--- config.mk ---
export PLATFORM = sky130hd
export DESIGN_NAME = i2c_txn_arbiter_flat
export DESIGN_NICKNAME = d
export VERILOG_FILES = /design/src/rtl/i2c_txn_arbiter_if.sv /design/src/rtl/i2c_txn_arbiter.sv /design/src/flat_wrapper.sv
export SDC_FILE = /design/constraint.sdc
export NUM_CORES = 1
export LEC_CHECK = 0
export BUFFER_PORTS_ARGS = -buffer_cell sky130_fd_sc_hd__buf_4
export CELL_PAD_IN_SITES_DETAIL_PLACEMENT = 0
export CELL_PAD_IN_SITES_GLOBAL_PLACEMENT = 1
export CORE_ASPECT_RATIO = 0.6
export CORE_MARGIN = 10
export CORE_UTILIZATION = 33
export DETAILED_ROUTE_END_ITERATION = 8
export PLACE_DENSITY_LB_ADDON = 0.1
export SKIP_CTS_REPAIR_TIMING = 1
export SLEW_MARGIN = 20
export SYNTH_ARGS = -nofsm -noshare
export SYNTH_HDL_FRONTEND = slang
export SYNTH_SLANG_ARGS = --single-unit
--- constraint.sdc ---
create_clock -name clk -period 2 [get_ports clk]
set_clock_uncertainty 0.05 [all_clocks]
set_input_delay 0.4 -clock clk [delete_from_list [all_inputs] [get_ports clk]]
set_output_delay 0.4 -clock clk [all_outputs]
set_load 0.05 [all_outputs]
--- src/rtl/i2c_txn_arbiter_if.sv ---
// i2c_arb_if: requester and I2C-master signal bundle for i2c_txn_arbiter
interface i2c_arb_if #(parameter int NUM_REQ = 4);
  logic [NUM_REQ-1:0] req;
  logic [7*NUM_REQ-1:0] req_addr;
  logic [NUM_REQ-1:0] req_rw;
  logic [8*NUM_REQ-1:0] req_wdata;
  logic [NUM_REQ-1:0] gnt;
  logic [NUM_REQ-1:0] done;
  logic err;
  logic [7:0] rdata;
  logic m_enable;
  logic [6:0] m_addr;
  logic m_rw;
  logic [7:0] m_wdata;
  logic [7:0] m_rdata;
  logic m_ready;
  modport slave (
    input req, req_addr, req_rw, req_wdata, m_rdata, m_ready,
    output gnt, done, err, rdata, m_enable, m_addr, m_rw, m_wdata
  );
  modport master (
    output req, req_addr, req_rw, req_wdata, m_rdata, m_ready,
    input gnt, done, err, rdata, m_enable, m_addr, m_rw, m_wdata
  );
endinterface

--- src/rtl/i2c_txn_arbiter.sv ---
// i2c_txn_arbiter: round-robin sharing of one I2C master with watchdog abort; I2C_ARB_FIXED_PRIO_EN selects fixed priority
module i2c_txn_arbiter #(
  parameter int NUM_REQ = 4,
  parameter int TIMEOUT_CYCLES = 4096,
  parameter int TW = 12
) (
  input logic clk,
  input logic rst,
  i2c_arb_if.slave bus
);
  localparam int PW = $clog2(NUM_REQ);
  localparam logic [1:0] IDLE = 2'd0, LAUNCH = 2'd1, BUSY = 2'd2, DONE = 2'd3;
  localparam logic [TW-1:0] WD_MAX = TW'(TIMEOUT_CYCLES - 1);
  logic [1:0] state;
  logic [TW-1:0] wd;
  logic rdy_q, rdy_s, abort, grant, wd_hit;
  logic [PW-1:0] win;
  logic [NUM_REQ-1:0] gnt;
  logic [7:0] rdata, m_wdata;
  logic [6:0] m_addr;
  logic m_enable, m_rw;
  assign grant = state == IDLE && rdy_s && |bus.req;
  assign wd_hit = wd == WD_MAX;
`ifdef I2C_ARB_FIXED_PRIO_EN
  always_comb begin
    win = '0;
    for (int k = NUM_REQ - 1; k >= 0; k--) win = bus.req[k] ? PW'(k) : win;
  end
`else
  localparam logic [PW:0] NR = (PW+1)'(NUM_REQ);
  logic [PW-1:0] ptr;
  logic [PW:0] sum, idx;
  logic found;
  // first set request at or after ptr, wrapping at NUM_REQ
  always_comb begin
    win = '0;
    found = 1'b0;
    sum = '0;
    idx = '0;
    for (int k = 0; k < NUM_REQ; k++) begin
      sum = {1'b0, ptr} + (PW+1)'(k);
      idx = sum >= NR ? sum - NR : sum;
      if (!found && bus.req[idx]) begin
        win = idx[PW-1:0];
        found = 1'b1;
      end
    end
  end
  always_ff @(posedge clk or posedge rst)
    if (rst) ptr <= '0;
    else if (grant) ptr <= win == PW'(NUM_REQ - 1) ? '0 : win + 1'b1;
`endif
  always_ff @(posedge clk or posedge rst)
    if (rst) begin
      rdy_q <= 1'b0;
      rdy_s <= 1'b0;
      state <= IDLE;
      wd <= '0;
      abort <= 1'b0;
      gnt <= '0;
      rdata <= '0;
      m_enable <= 1'b0;
      m_addr <= '0;
      m_rw <= 1'b0;
      m_wdata <= '0;
    end else begin
      rdy_q <= bus.m_ready;
      rdy_s <= rdy_q;
      case (state)
        IDLE: if (grant) begin
          gnt <= NUM_REQ'(1) << win;
          m_addr <= bus.req_addr[7*win +: 7];
          m_rw <= bus.req_rw[win];
          m_wdata <= bus.req_wdata[8*win +: 8];
          m_enable <= 1'b1;
          wd <= '0;
          state <= LAUNCH;
        end
        LAUNCH: if (!rdy_s) begin
          m_enable <= 1'b0;
          wd <= '0;
          state <= BUSY;
        end else if (wd_hit) begin
          m_enable <= 1'b0;
          abort <= 1'b1;
          state <= DONE;
        end else wd <= wd + 1'b1;
        // enable stays low here so the master finishes with a STOP
        BUSY: if (rdy_s) begin
          if (m_rw) rdata <= bus.m_rdata;
          state <= DONE;
        end else if (wd_hit) begin
          abort <= 1'b1;
          state <= DONE;
        end else wd <= wd + 1'b1;
        default: begin
          gnt <= '0;
          abort <= 1'b0;
          state <= IDLE;
        end
      endcase
    end
  assign bus.gnt = gnt;
  assign bus.done = state == DONE ? gnt : '0;
  assign bus.err = state == DONE && abort;
  assign bus.rdata = rdata;
  assign bus.m_enable = m_enable;
  assign bus.m_addr = m_addr;
  assign bus.m_rw = m_rw;
  assign bus.m_wdata = m_wdata;
endmodule

--- src/flat_wrapper.sv ---
// flat-port wrapper written by rule: the top's interface ports become plain ports
module i2c_txn_arbiter_flat 
#(
  parameter int NUM_REQ = 4,
  parameter int TIMEOUT_CYCLES = 4096,
  parameter int TW = 12
)
  (clk, rst, bus_req, bus_req_addr, bus_req_rw, bus_req_wdata, bus_m_rdata, bus_m_ready, bus_gnt, bus_done, bus_err, bus_rdata, bus_m_enable, bus_m_addr, bus_m_rw, bus_m_wdata);
  i2c_arb_if #(.NUM_REQ(NUM_REQ)) bus_i ();
  input logic clk;
  input logic rst;
  input wire logic [$bits(bus_i.req)-1:0] bus_req;
  input wire logic [$bits(bus_i.req_addr)-1:0] bus_req_addr;
  input wire logic [$bits(bus_i.req_rw)-1:0] bus_req_rw;
  input wire logic [$bits(bus_i.req_wdata)-1:0] bus_req_wdata;
  input wire logic [$bits(bus_i.m_rdata)-1:0] bus_m_rdata;
  input wire logic [$bits(bus_i.m_ready)-1:0] bus_m_ready;
  output wire logic [$bits(bus_i.gnt)-1:0] bus_gnt;
  output wire logic [$bits(bus_i.done)-1:0] bus_done;
  output wire logic [$bits(bus_i.err)-1:0] bus_err;
  output wire logic [$bits(bus_i.rdata)-1:0] bus_rdata;
  output wire logic [$bits(bus_i.m_enable)-1:0] bus_m_enable;
  output wire logic [$bits(bus_i.m_addr)-1:0] bus_m_addr;
  output wire logic [$bits(bus_i.m_rw)-1:0] bus_m_rw;
  output wire logic [$bits(bus_i.m_wdata)-1:0] bus_m_wdata;
  assign bus_i.req = bus_req;
  assign bus_i.req_addr = bus_req_addr;
  assign bus_i.req_rw = bus_req_rw;
  assign bus_i.req_wdata = bus_req_wdata;
  assign bus_i.m_rdata = bus_m_rdata;
  assign bus_i.m_ready = bus_m_ready;
  assign bus_gnt = bus_i.gnt;
  assign bus_done = bus_i.done;
  assign bus_err = bus_i.err;
  assign bus_rdata = bus_i.rdata;
  assign bus_m_enable = bus_i.m_enable;
  assign bus_m_addr = bus_i.m_addr;
  assign bus_m_rw = bus_i.m_rw;
  assign bus_m_wdata = bus_i.m_wdata;
  i2c_txn_arbiter #(.NUM_REQ(NUM_REQ), .TIMEOUT_CYCLES(TIMEOUT_CYCLES), .TW(TW)) u_core (.clk(clk), .rst(rst), .bus(bus_i));
endmodule
==> results list, run 1 <==
- The flow ran to the end, and the final reports show no timing, DRC or antenna violations.
- Total grt overflow: 0
- In this run the power density over the cells is 1465 mW/mm².
* Internal Pwr Total: 3.289 mW
- Worst stage delay on the critical path: 0.45 ns
- In the final routed layout, each cell accounts on average for 17.46 µm.
- STA classifies the critical path startpoint as a register.
* CTS buffer count: 5
- The first routing iteration left 157 violations.
- Transition time at the pin with the least slew margin: 0.4696 ns
- In this run, the combinational gates consume 58.9% of the power.
- Synthesis produced a netlist with a net count of 355.
- Post-synthesis sequential element count: 48
- TritonCTS built the clock tree.
- Number of rows created at floorplan: 26
* Critical Path Fanout Max: 10
- Post-Synthesis Cell Area: 0.002860 mm²
- Overall global routing resource usage: 13.24%
* R2r endpoint: u_core.bus.m_addr[5]$_DFFE_PP0P_
* Arr. time, crit path: 2.05 ns
- Placer's final routability congestion estimate: 0.8563
- Grouping stages by cell kind, the critical path spends the most delay in simple AND/OR/NAND/NOR gates.
- Total negative slack: 0 ns
* Core Region: 0.008491 mm²
- Unrepaired setup endpoints after global routing: false
* Height of the chip: 92.12 µm
- For this design the static power due to leakage is 2.045 nW.
- Via Count: 2525
- Number of buffer and inverter stages on the critical path: 3
- Relative to the synthesized area, the layout overhead comes to 44.62%.
- Worst-Skew Late Latency: 0.30 ns
- Antenna-violating nets left: 0
- In this run the number of H-tree levels came out at 2.
- Fin. Hold Viols: 0
- The critical path in this run is classified as reg2reg.
* Critical Path RT: 2.15 ns
- Summed over all nets, the switching power comes to 2.769 mW.
- After detailed routing, the number of remaining DRC violations is 0.
- Among all stages on the critical path, the largest delay is contributed by sky130_fd_sc_hd__dfrtp_2.
- Unique masters post-synth: 47
* Pin count of the biggest net entering global routing: 49
* Count of flip-flops with a built-in enable after synthesis: 0
- The worst setup path is captured at a register.
- Cells traversed along the worst timing path: inv_1 > ha_1 > inv_1 > or2_1 > nand2b_1 > buf_12 > o221ai_1
- Clock-pin slew was measured on the worst setup and hold paths at 0.07 ns.
- Switching power as a share of total power: 45.71%
- After layout, the design draws a total of 6.058 mW.
- Clock root buffer master: sky130_fd_sc_hd__clkbuf_16
- Fmax: 525.9 MHz
* Total wire length: 8837 µm
* Count of buffers inserted at the top-level ports: 112
- Number of cells on the worst reg-to-reg path: 7
* Die area: 0.01291 mm²
- After detailed routing, the number of vias per cell comes to 4.990.
- Sequential element share of the synthesized area: 41.99%
- After layout, the worst path uses 95.07% of the clock period.
- Share of post-route cells with drive strength above 1: 44.42%
* Vias in the first global route: 2527
* Type of the most critical hold path: in2async
- Proportion of power drawn by flip-flops and latches: 25.1%
* Maximum resistive drop on vdd: 0.6971 mV
- Relative slew slack: 68.61%
- Number of sinks handled by clock tree synthesis: 48
* Reg-to-reg slack, setup: 0.1 ns
* Critical register-to-register path startpoint: u_core.state[1]$_DFFE_PP0P_
- Max-cap viol count: 0
- Syn Area/Cell: 10.79 µm²
* Antenna violations before repair: 0
* Async SR Flop Fraction: 100.0%
* Global-route wire length before repair: 13880 µm
* Clock network fraction of total power: 16.1%
- Final #Nets: 483
- Warning count from the yosys run: 0
- Among all flip-flop cells after synthesis, the most frequent one is sky130_fd_sc_hd__dfrtp_1.
- Detailed placement finished with a half-perimeter wire length of 6966 µm.
- Clock Tree Buf Depth: 2
- The repair_antennas step left the layout with diodes totalling 0.
* Cell count after synthesis: 265
- Setup violations remaining at the end of the flow were counted as 0.
- From left edge to right edge, the die measures 140.2 µm.
* Initial DRT Pass Iterations: 4
- Ports: 113
* Fin crit period: 1.901 ns
* Final slew viol count: 0
- Initial cell density of the core: 33.69%
- The cell that appears most often on the critical path is sky130_fd_sc_hd__inv_1.
[cells by family after synthesis]
group / Yosys count / share of synthesized area, %
AOI/OAI and AO/OA: 72 / 21.00
and+or+nand+nor: 69 / 11.55
DFF: 48 / 41.99
muxes: 42 / 15.09
buffers and inverters: 23 / 5.555
adders and majority gates: 11 / 4.812
[synth_stat cells, drive strengths merged, types with 2 or more instances]
cell	n	area, µm²
a22oi	5	37.54
ha	11	137.6
inv	7	26.27
a31oi	4	25.02
a41oi	3	26.28
mux2	9	101.4
mux2i	33	330.3
o41ai	2	36.29
o221ai	16	202.7
nand3	4	20.02
nand2b	5	31.28
nor2b	4	25.02
o22a	3	26.28
o21ai	12	60.05
buf	14	125.1
nand4	2	12.51
nor2	6	22.52
a21oi	12	60.06
and3	3	18.77
and2	6	37.54
o31ai	4	30.03
nand2	35	131.4
dfrtp	48	1201
[cell type report]
class	count	area, µm²
Fill cell	810	4354
Multi-Input combinational cell	194	1525
Sequential cell	48	1202
Timing Repair Buffer	136	1071
Tap cell	112	140.1
Clock buffer	5	125.1
Clock inverter	3	42.54
Inverter	8	30.03
[routing by layer]
layer	vias up	global-route usage, %	wire length [µm]
met5	-	0	0
met2	76	18.05	3501
met1	1193	19.42	4738
met4	0	3.339	73
met3	7	4.171	524
li1	1249	-	-
[registers in the layout, indices dropped and copies added (netlist names)]
name	count
u_core.wd	12
u_core.bus.m_enable	1
u_core.bus.m_addr	7
u_core.bus.m_rw	1
u_core.bus.gnt	4
u_core.bus.rdata	8
u_core.rdy_q	1
u_core.bus.m_wdata	8
u_core.rdy_s	1
u_core.abort	1
u_core.state	2
u_core.ptr	2
[worst register-to-register path, cell delays in order (launching register included)]
cell and delay, ns:
sky130_fd_sc_hd__dfrtp_2 0.45, sky130_fd_sc_hd__inv_1 0.12, sky130_fd_sc_hd__ha_1 0.19, sky130_fd_sc_hd__inv_1 0.11, sky130_fd_sc_hd__or2_1 0.30, sky130_fd_sc_hd__nand2b_1 0.23, sky130_fd_sc_hd__buf_12 0.18, sky130_fd_sc_hd__o221ai_1 0.17
[how the worst max path moves through the flow]
stage	start	end	slack [ns]	cells after the start
CTS	u_core.state[1]$_DFFE_PP0P_	u_core.bus.gnt[2]$_DFFE_PP0P_	-0.002	8
global placement	bus_req[2]	u_core.bus.m_wdata[2]$_DFFE_PP0P_	0.05	7
floorplan	bus_req[2]	u_core.ptr[1]$_DFFE_PP0P_	0.04	8
detailed placement	bus_req[2]	u_core.bus.m_wdata[2]$_DFFE_PP0P_	0.03	7
finish	u_core.state[1]$_DFFE_PP0P_	u_core.bus.m_addr[5]$_DFFE_PP0P_	0.1	7
global route	u_core.state[0]$_DFFE_PP0P_	u_core.wd[11]$_DFFE_PP0P_	0.002	7
[per-stage QoR]
stage	util (%)	hold WS (ns)	area, µm²	setup slack (ns)	instances
finish	48.72	0.1005	4136	0.09852	506
global route	48.72	0.1279	4136	0.001833	506
CTS	48.25	0.1076	4096	-0.001698	504
detailed placement	46.27	0.2910	3929	0.02929	496
global placement	46.27	0.2864	3929	0.04957	496
floorplan	-	0.2812	2860	0.04303	265
[placed cells by master, fill, tap and decap left out, types with 5 or more instances in the layout]
cell,n
sky130_fd_sc_hd__buf_4,132
sky130_fd_sc_hd__dfrtp_1,47
sky130_fd_sc_hd__nand2_1,34
sky130_fd_sc_hd__mux2i_1,33
sky130_fd_sc_hd__a21oi_1,12
sky130_fd_sc_hd__o221ai_2,10
sky130_fd_sc_hd__o21ai_0,10
sky130_fd_sc_hd__ha_1,10
sky130_fd_sc_hd__mux2_2,9
sky130_fd_sc_hd__and2_1,6
sky130_fd_sc_hd__o221ai_1,6
sky130_fd_sc_hd__inv_1,5
sky130_fd_sc_hd__nor2_1,5
sky130_fd_sc_hd__a22oi_1,5
sky130_fd_sc_hd__clkbuf_16,5
[power by group through the flow]
| stage | clock, mW | sequential [mW] | combinational [mW] |
|---|---|---|---|
| after global routing | 1.04 | 1.57 | 3.83 |
| after CTS | 1.00 | 1.52 | 3.52 |
| after detailed placement | 0 | 1.53 | 3.51 |
| final | 0.974 | 1.52 | 3.57 |
| after floorplan | 0 | 2.43 | 1.48 |
| after global placement | 0 | 1.53 | 3.51 |
No activity file was read; power rests on OpenSTA's default activity.
==> run 2: changes to the inputs <==
--- a/config.mk
+++ b/config.mk
@@ -10,7 +10,7 @@
 export CELL_PAD_IN_SITES_GLOBAL_PLACEMENT = 1
 export CORE_ASPECT_RATIO = 0.6
 export CORE_MARGIN = 10
-export CORE_UTILIZATION = 33
+export CORE_UTILIZATION = 37
 export DETAILED_ROUTE_END_ITERATION = 8
 export PLACE_DENSITY_LB_ADDON = 0.1
 export SKIP_CTS_REPAIR_TIMING = 1
==> constraint.sdc (replaced) <==
create_clock -name clk -period 2.1 [get_ports clk]
set_clock_uncertainty 0.05 [all_clocks]
set_input_delay 0.42 -clock clk [delete_from_list [all_inputs] [get_ports clk]]
set_output_delay 0.42 -clock clk [all_outputs]
set_load 0.05 [all_outputs]
==> results list, run 2 (synthesized netlist as in run 1, its figures left out) <==
- The run finished with clean final reports.
- Internal power comes to 3.097 mW.
- Across the VDD grid, the largest voltage drop is 0.7166 mV.
- Reg-to-reg slack, setup: 0.18 ns
- The first global-routing pass estimated 14060 µm of wire.
- The final hold violation count is 0.
* Number of cells on the worst reg-to-reg path: 8
- The path class of the tightest hold or removal check is in2async.
- The register with the most flip-flops in the layout has 12 of them.
- Headroom to the max-slew limit came out at 71.20%.
* Overall global routing resource usage: 14.84%
* Initial cell density of the core: 38.72%
- The worst path uses 91.38% of the clock period.
- Number of rows created at floorplan: 24
* Height of the chip: 88.11 µm
- Placer's final routability congestion estimate: 0.8174
- Fmax: 521.1 MHz
- The worst setup path is of the reg2reg kind.
- The region available for standard cell placement spans 0.007387 mm².
* Initial DRT Pass Iterations: 6
- Hold timing on the final database bottoms out at a slack of 0.1215 ns.
* Via Count: 2511
- Data on the critical path arrives at its endpoint at 2.07 ns.
* Most frequent cells in the layout: 125 x sky130_fd_sc_hd__buf_4, 48 x sky130_fd_sc_hd__dfrtp_1, 35 x sky130_fd_sc_hd__nand2_1, 33 x sky130_fd_sc_hd__mux2i_1, 12 x sky130_fd_sc_hd__a21oi_1
- Relative to the synthesized area, the layout overhead comes to 42.34%.
* Total grt overflow: 0
- Die W: 133.5 µm
- The most critical setup path has its startpoint at u_core.state[1]$_DFFE_PP0P_.
- Critical register-to-register path startpoint: u_core.state[1]$_DFFE_PP0P_
* Iter 0 DRT Violations: 176
* R2r endpoint: u_core.bus.gnt[2]$_DFFE_PP0P_
- Worst-Skew Late Latency: 0.29 ns
- Final slew viol count: 0
* Worst-path clk slew: 0.07 ns
- Top reg by flops: u_core.wd
* Net load switching power: 2.600 mW
* Largest registers: u_core.wd (12), u_core.bus.m_wdata (8), u_core.bus.rdata (8)
- The number of antenna violations at the first check in global routing is 0.
* Most common cell after layout, fill and taps aside: sky130_fd_sc_hd__buf_4
- Net switching is 45.64% of the power.
- In the routed design, unresolved DRC markers number 0.
- Entering global routing, the biggest net connects 49 pins.
- Total wire length: 8771 µm
- Critical Path RT: 2.26 ns
- Power density of the placed cells: 1399 mW/mm²
* Transition time at the pin with the least slew margin: 0.4307 ns
- Critical Path Fanout Max: 12
- Setup repair after global routing left no endpoint under its margin.
- In this run, the combinational gates consume 58.0% of the power.
- Using the TritonRoute via totals, the vias-per-cell ratio works out to 5.114.
- Of the cells placed in the final design, the portion with a size suffix greater than 1 is 42.38%.
- The analysis attributes to cell leakage a power of 2.022 nW.
* WL per Instance: 17.86 µm
* Clock Tree Buf Depth: 2
- Count of H-tree levels built during CTS: 2
- 113 I/O pins were placed.
- CP endpoint: u_core.bus.gnt[2]$_DFFE_PP0P_
- Detailed placement finished with a half-perimeter wire length of 6920 µm.
* Antenna fix cells: 0
- Across the run, the number of max-cap violations was 0.
- Total negative slack: 0 ns
* Proportion of power drawn by flip-flops and latches: 25.4%
- Counting the buffers created by CTS gives 5.
* Vias in the first global route: 2508
- Clock network fraction of total power: 16.7%
* TritonCTS clock tree: built
- The final layout contains 476 nets.
* Number of sinks handled by clock tree synthesis: 48
- Number of setup violations in the final report: 0
- The worst setup path is launched from a register.
- In this run the clock root is driven by a sky130_fd_sc_hd__clkbuf_16.
* Die area: 0.01176 mm²
- Count of buffers inserted at the top-level ports: 112
- Endpoint type of the worst setup path: register
- Antenna-violating nets left: 0
- The clock period could shrink to 1.919 ns.
==> run 2: cell types whose count changed in the layout (fill, tap and decap cells not counted), sizes merged <==
cell / change
buf: -7
clkbuf: +1
clkinvlp: -1
==> run 2: final cells by class <==
cell class,instances,area (µm²)
Fill cell,660,3316
Tap cell,104,130.1
Clock inverter,2,38.79
Inverter,8,30.03
Clock buffer,6,138.9
Sequential cell,48,1201
Multi-Input combinational cell,194,1514
Timing Repair Buffer,129,1018
==> run 2: power by group through the flow <==
stage          Combinational, mW  Sequential, mW  Clock, mW
6_report                    3.30            1.45      0.949
5_1_grt                     3.56            1.49       1.02
4_1_cts                     3.27            1.44      0.969
3_5_place_dp                3.26            1.46          0
3_3_place_gp                3.24            1.45          0
2_1_floorplan               1.41            2.31          0
==> run 2: worst max-delay path, stage by stage, from the launching register on <==
cell and delay [ns]:
sky130_fd_sc_hd__dfrtp_1 0.45, sky130_fd_sc_hd__inv_1 0.13, sky130_fd_sc_hd__ha_1 0.17, sky130_fd_sc_hd__inv_1 0.11
sky130_fd_sc_hd__or2_1 0.30, sky130_fd_sc_hd__buf_4 0.20, sky130_fd_sc_hd__nor2_2 0.16, sky130_fd_sc_hd__a22oi_1 0.10
sky130_fd_sc_hd__o21ai_0 0.16
==> run 2: worst min-delay path by stage <==
stage | slack, ns | startpoint | endpoint
floorplan | 0.28 | u_core.rdy_q$_DFF_PP0_ | u_core.rdy_s$_DFF_PP0_
global placement | 0.28 | u_core.rdy_q$_DFF_PP0_ | u_core.rdy_s$_DFF_PP0_
detailed placement | 0.29 | u_core.rdy_q$_DFF_PP0_ | u_core.rdy_s$_DFF_PP0_
CTS | 0.13 | rst | u_core.bus.rdata[7]$_DFFE_PP0P_
global route | 0.14 | rst | u_core.bus.rdata[4]$_DFFE_PP0P_
finish | 0.12 | rst | u_core.bus.m_addr[2]$_DFFE_PP0P_
==> run 2: layer usage <==
metal / wire (µm) / global-route usage (%) / up-vias
li1: - / - / 1233
met1: 4683 / 22.28 / 1164
met2: 3333 / 20.03 / 107
met3: 709 / 4.914 / 7
met4: 43 / 2.360 / 0
met5: 0 / 0 / -
==> run 2: through the flow <==
stage	cell area, µm²	std cells	power (mW)	utilization [%]	setup slack [ns]
after floorplan	2860	265	3.725	-	0.1230
after global placement	3866	481	4.688	52.34	0.1050
after detailed placement	3866	481	4.725	52.34	0.08633
after CTS	4044	489	5.687	54.74	0.08762
after global routing	4071	491	6.062	55.12	0.01052
final	4071	491	5.697	55.12	0.1810
==> run 3: changes to the inputs <==
--- a/config.mk
+++ b/config.mk
@@ -8,11 +8,10 @@
 export BUFFER_PORTS_ARGS = -buffer_cell sky130_fd_sc_hd__buf_4
 export CELL_PAD_IN_SITES_DETAIL_PLACEMENT = 0
 export CELL_PAD_IN_SITES_GLOBAL_PLACEMENT = 1
-export CORE_ASPECT_RATIO = 0.6
-export CORE_MARGIN = 10
 export CORE_UTILIZATION = 37
 export DETAILED_ROUTE_END_ITERATION = 8
 export PLACE_DENSITY_LB_ADDON = 0.1
+export REMOVE_ABC_BUFFERS = 1
 export SKIP_CTS_REPAIR_TIMING = 1
 export SLEW_MARGIN = 20
 export SYNTH_ARGS = -nofsm -noshare
==> results list, run 3 (synthesized netlist as in run 1, its figures left out) <==
- Pin count of the biggest net entering global routing: 33
- Type of the most critical hold path: in2async
- Number of cells in the design after placement: 474
- Share of post-route cells with drive strength above 1: 42.45%
- The tightest hold path in the finished design has a slack of 0.05942 ns.
- Clock Tree Buf Depth: 2
* Final period utilization: 92.67%
- Data on the critical path is required at its endpoint by 2.28 ns.
* Ports: 113
- The critical path starts at u_core.state[0]$_DFFE_PP0P_.
* Relative slew slack: 69.22%
- Data arrives at the worst endpoint at 2.12 ns.
- CP endpoint: u_core.wd[3]$_DFFE_PP0P_
- HPWL after detailed placement: 5636 µm
- IR analysis of the VDD net gives a maximum drop of 0.7950 mV.
* Synth-to-layout area growth: 38.41%
- Overall global routing resource usage: 18.97%
- Worst stage delay on the critical path: 0.43 ns
- Initial DRT Pass Iterations: 4
* Core Region: 0.007370 mm²
- For the worst flop-to-flop path, the logic depth is 7.
- Number of setup violations in the final report: 0
- Die area: 0.008086 mm²
- Fin crit period: 1.946 ns
- Flip-flop count of the largest register, all copies and words added: 12
* Critical Path Fanout Max: 6
- Port buffering added 112 buffers.
* Endpoint type of the worst setup path: register
* Transition time at the pin with the least slew margin: 0.4601 ns
* Worst-Skew Late Latency: 0.30 ns
- Cells traversed along the worst timing path: inv_1 > ha_1 > a21oi_1 > a21boi_4 > nand2_1 > or3_1 > o21ai_0
- Total grt overflow: 0
- Cell type group with the largest total delay on the critical path: compound AO/OA/AOI/OAI gates
* Number of sinks handled by clock tree synthesis: 48
* Avg Vias per Cell: 5.209
* Startpoint-to-endpoint class of the critical path: reg2reg
- Fin. Hold Viols: 0
- Height of the chip: 89.92 µm
- Via Count: 2516
- Setup repair after global routing could not meet its margin everywhere.
* Max-cap viol count: 0
* Power density of the placed cells: 1331 mW/mm²
- Met2 WL: 3897 µm
* Number of non-filler instances in the completed layout: 483
* Most frequent cells in the layout: 123 x sky130_fd_sc_hd__buf_4, 47 x sky130_fd_sc_hd__dfrtp_1, 35 x sky130_fd_sc_hd__nand2_1, 33 x sky130_fd_sc_hd__mux2i_1, 12 x sky130_fd_sc_hd__a21oi_1
- Summing all placed instances gives a cell area of 0.003832 mm².
- Antenna fix cells: 0
- For this design the static power due to leakage is 1.967 nW.
* Global-route wire length before repair: 12320 µm
* Number of buffer and inverter stages on the critical path: 1
- Startpoint class of the critical path: register
* Placer's final routability congestion estimate: 0.7758
* Antenna-violating nets left: 0
- Reg-to-reg slack, setup: 0.15 ns
- Summing all non-filler instances in the final layout gives an area of 0.003959 mm².
- The endpoint identified for the worst register-to-register timing path is u_core.wd[3]$_DFFE_PP0P_.
- The floorplan step set the die width to 89.92 µm.
* Count of H-tree levels built during CTS: 2
- u_core.wd holds more flip-flops than any other register.
- Initial cell density of the core: 38.81%
- Derived from the worst setup path, the maximum achievable clock frequency is 513.9 MHz.
- Final #Nets: 473
* Wire length on met3: 377 µm
- Number of logic stages on the critical path including buffering: 7
- The floorplan has 31 rows.
* Slowest CP cell: sky130_fd_sc_hd__dfrtp_2
- WL per Instance: 15.29 µm
- Count of unresolved DRC violations after routing: 0
- Clock-pin slew was measured on the worst setup and hold paths at 0.09 ns.
- The number of antenna violations at the first check in global routing was 0.
- Leaving out fill and tap cells, the most frequent cell in the layout is sky130_fd_sc_hd__buf_4.
- Counting the buffers created by CTS gives 5.
- The number of pins exceeding their max-slew limit in the final report is 0.
- Signal routing reaches up to met4.
- TritonCTS clock tree: built
* Clock root buffer master: sky130_fd_sc_hd__clkbuf_8
- The flow ran to the end, and the final reports show no timing, DRC or antenna violations.
- The startpoint identified for the worst register-to-register timing path is u_core.state[0]$_DFFE_PP0P_.
- Total wire length: 7384 µm
* Largest registers: u_core.wd (12), u_core.bus.m_wdata (8), u_core.bus.rdata (8)
- The via count of the first global-routing pass came to 2586.
* Detailed-route wire length on metal 1: 2979 µm
- For this block, the initial DRC count from the detailed router was 66.
- Filler Cells Inserted: 698
## run 3: metal layers
metal | GRT usage [%] | up-vias
met1 | 21.82 | 1217
met2 | 34.62 | 71
met3 | 4.061 | 8
li1 | - | 1220
met4 | 6.720 | 0
met5 | 0 | -
## run 3: cell type report
| class | count | area, µm² | area share, % |
|---|---|---|---|
| clock inverter | 2 | 10.01 | 0.2528 |
| tap | 99 | 123.9 | 3.129 |
| clock buffer | 6 | 82.58 | 2.086 |
| inverter | 8 | 30.03 | 0.7585 |
| multi-input combinational | 194 | 1526 | 38.56 |
| timing repair buffer | 126 | 983.4 | 24.84 |
| sequential | 48 | 1202 | 30.37 |
## run 3: worst min-delay path by stage
stage	end	slack (ns)
after floorplan	u_core.rdy_s$_DFF_PP0_	0.28
final	u_core.bus.rdata[0]$_DFFE_PP0P_	0.06
after CTS	u_core.bus.rdata[0]$_DFFE_PP0P_	0.07
after global routing	u_core.bus.rdata[0]$_DFFE_PP0P_	0.09
after detailed placement	u_core.rdy_s$_DFF_PP0_	0.29
after global placement	u_core.rdy_s$_DFF_PP0_	0.29
## run 3: worst register-to-register path: stages, from the launching register on
cell and delay (ns):
sky130_fd_sc_hd__dfrtp_2 0.43, sky130_fd_sc_hd__inv_1 0.11, sky130_fd_sc_hd__ha_1 0.26, sky130_fd_sc_hd__a21oi_1 0.18, sky130_fd_sc_hd__a21boi_4 0.26, sky130_fd_sc_hd__nand2_1 0.14, sky130_fd_sc_hd__or3_1 0.36, sky130_fd_sc_hd__o21ai_0 0.08
## run 3: stage by stage
step	TNS [ns]	setup WS, ns	total power, mW	utilization, %
after detailed placement	0	0.06687	4.660	52.00
after CTS	0	0.04385	5.250	53.26
after floorplan	-6.260	-0.5690	3.594	-
after global placement	0	0.1169	4.631	52.00
final	0	0.1539	5.270	53.72
after global routing	-0.03382	-0.01947	5.613	53.72
## run 3: report_power, final
group,total [mW],internal [mW],switching [mW],leakage (nW)
logic,3.26,1.26,2.00,1.31
registers,1.43,1.23,0.202,0.610
clock network,0.579,0.264,0.315,0.0510
total,5.27,2.75,2.52,1.97
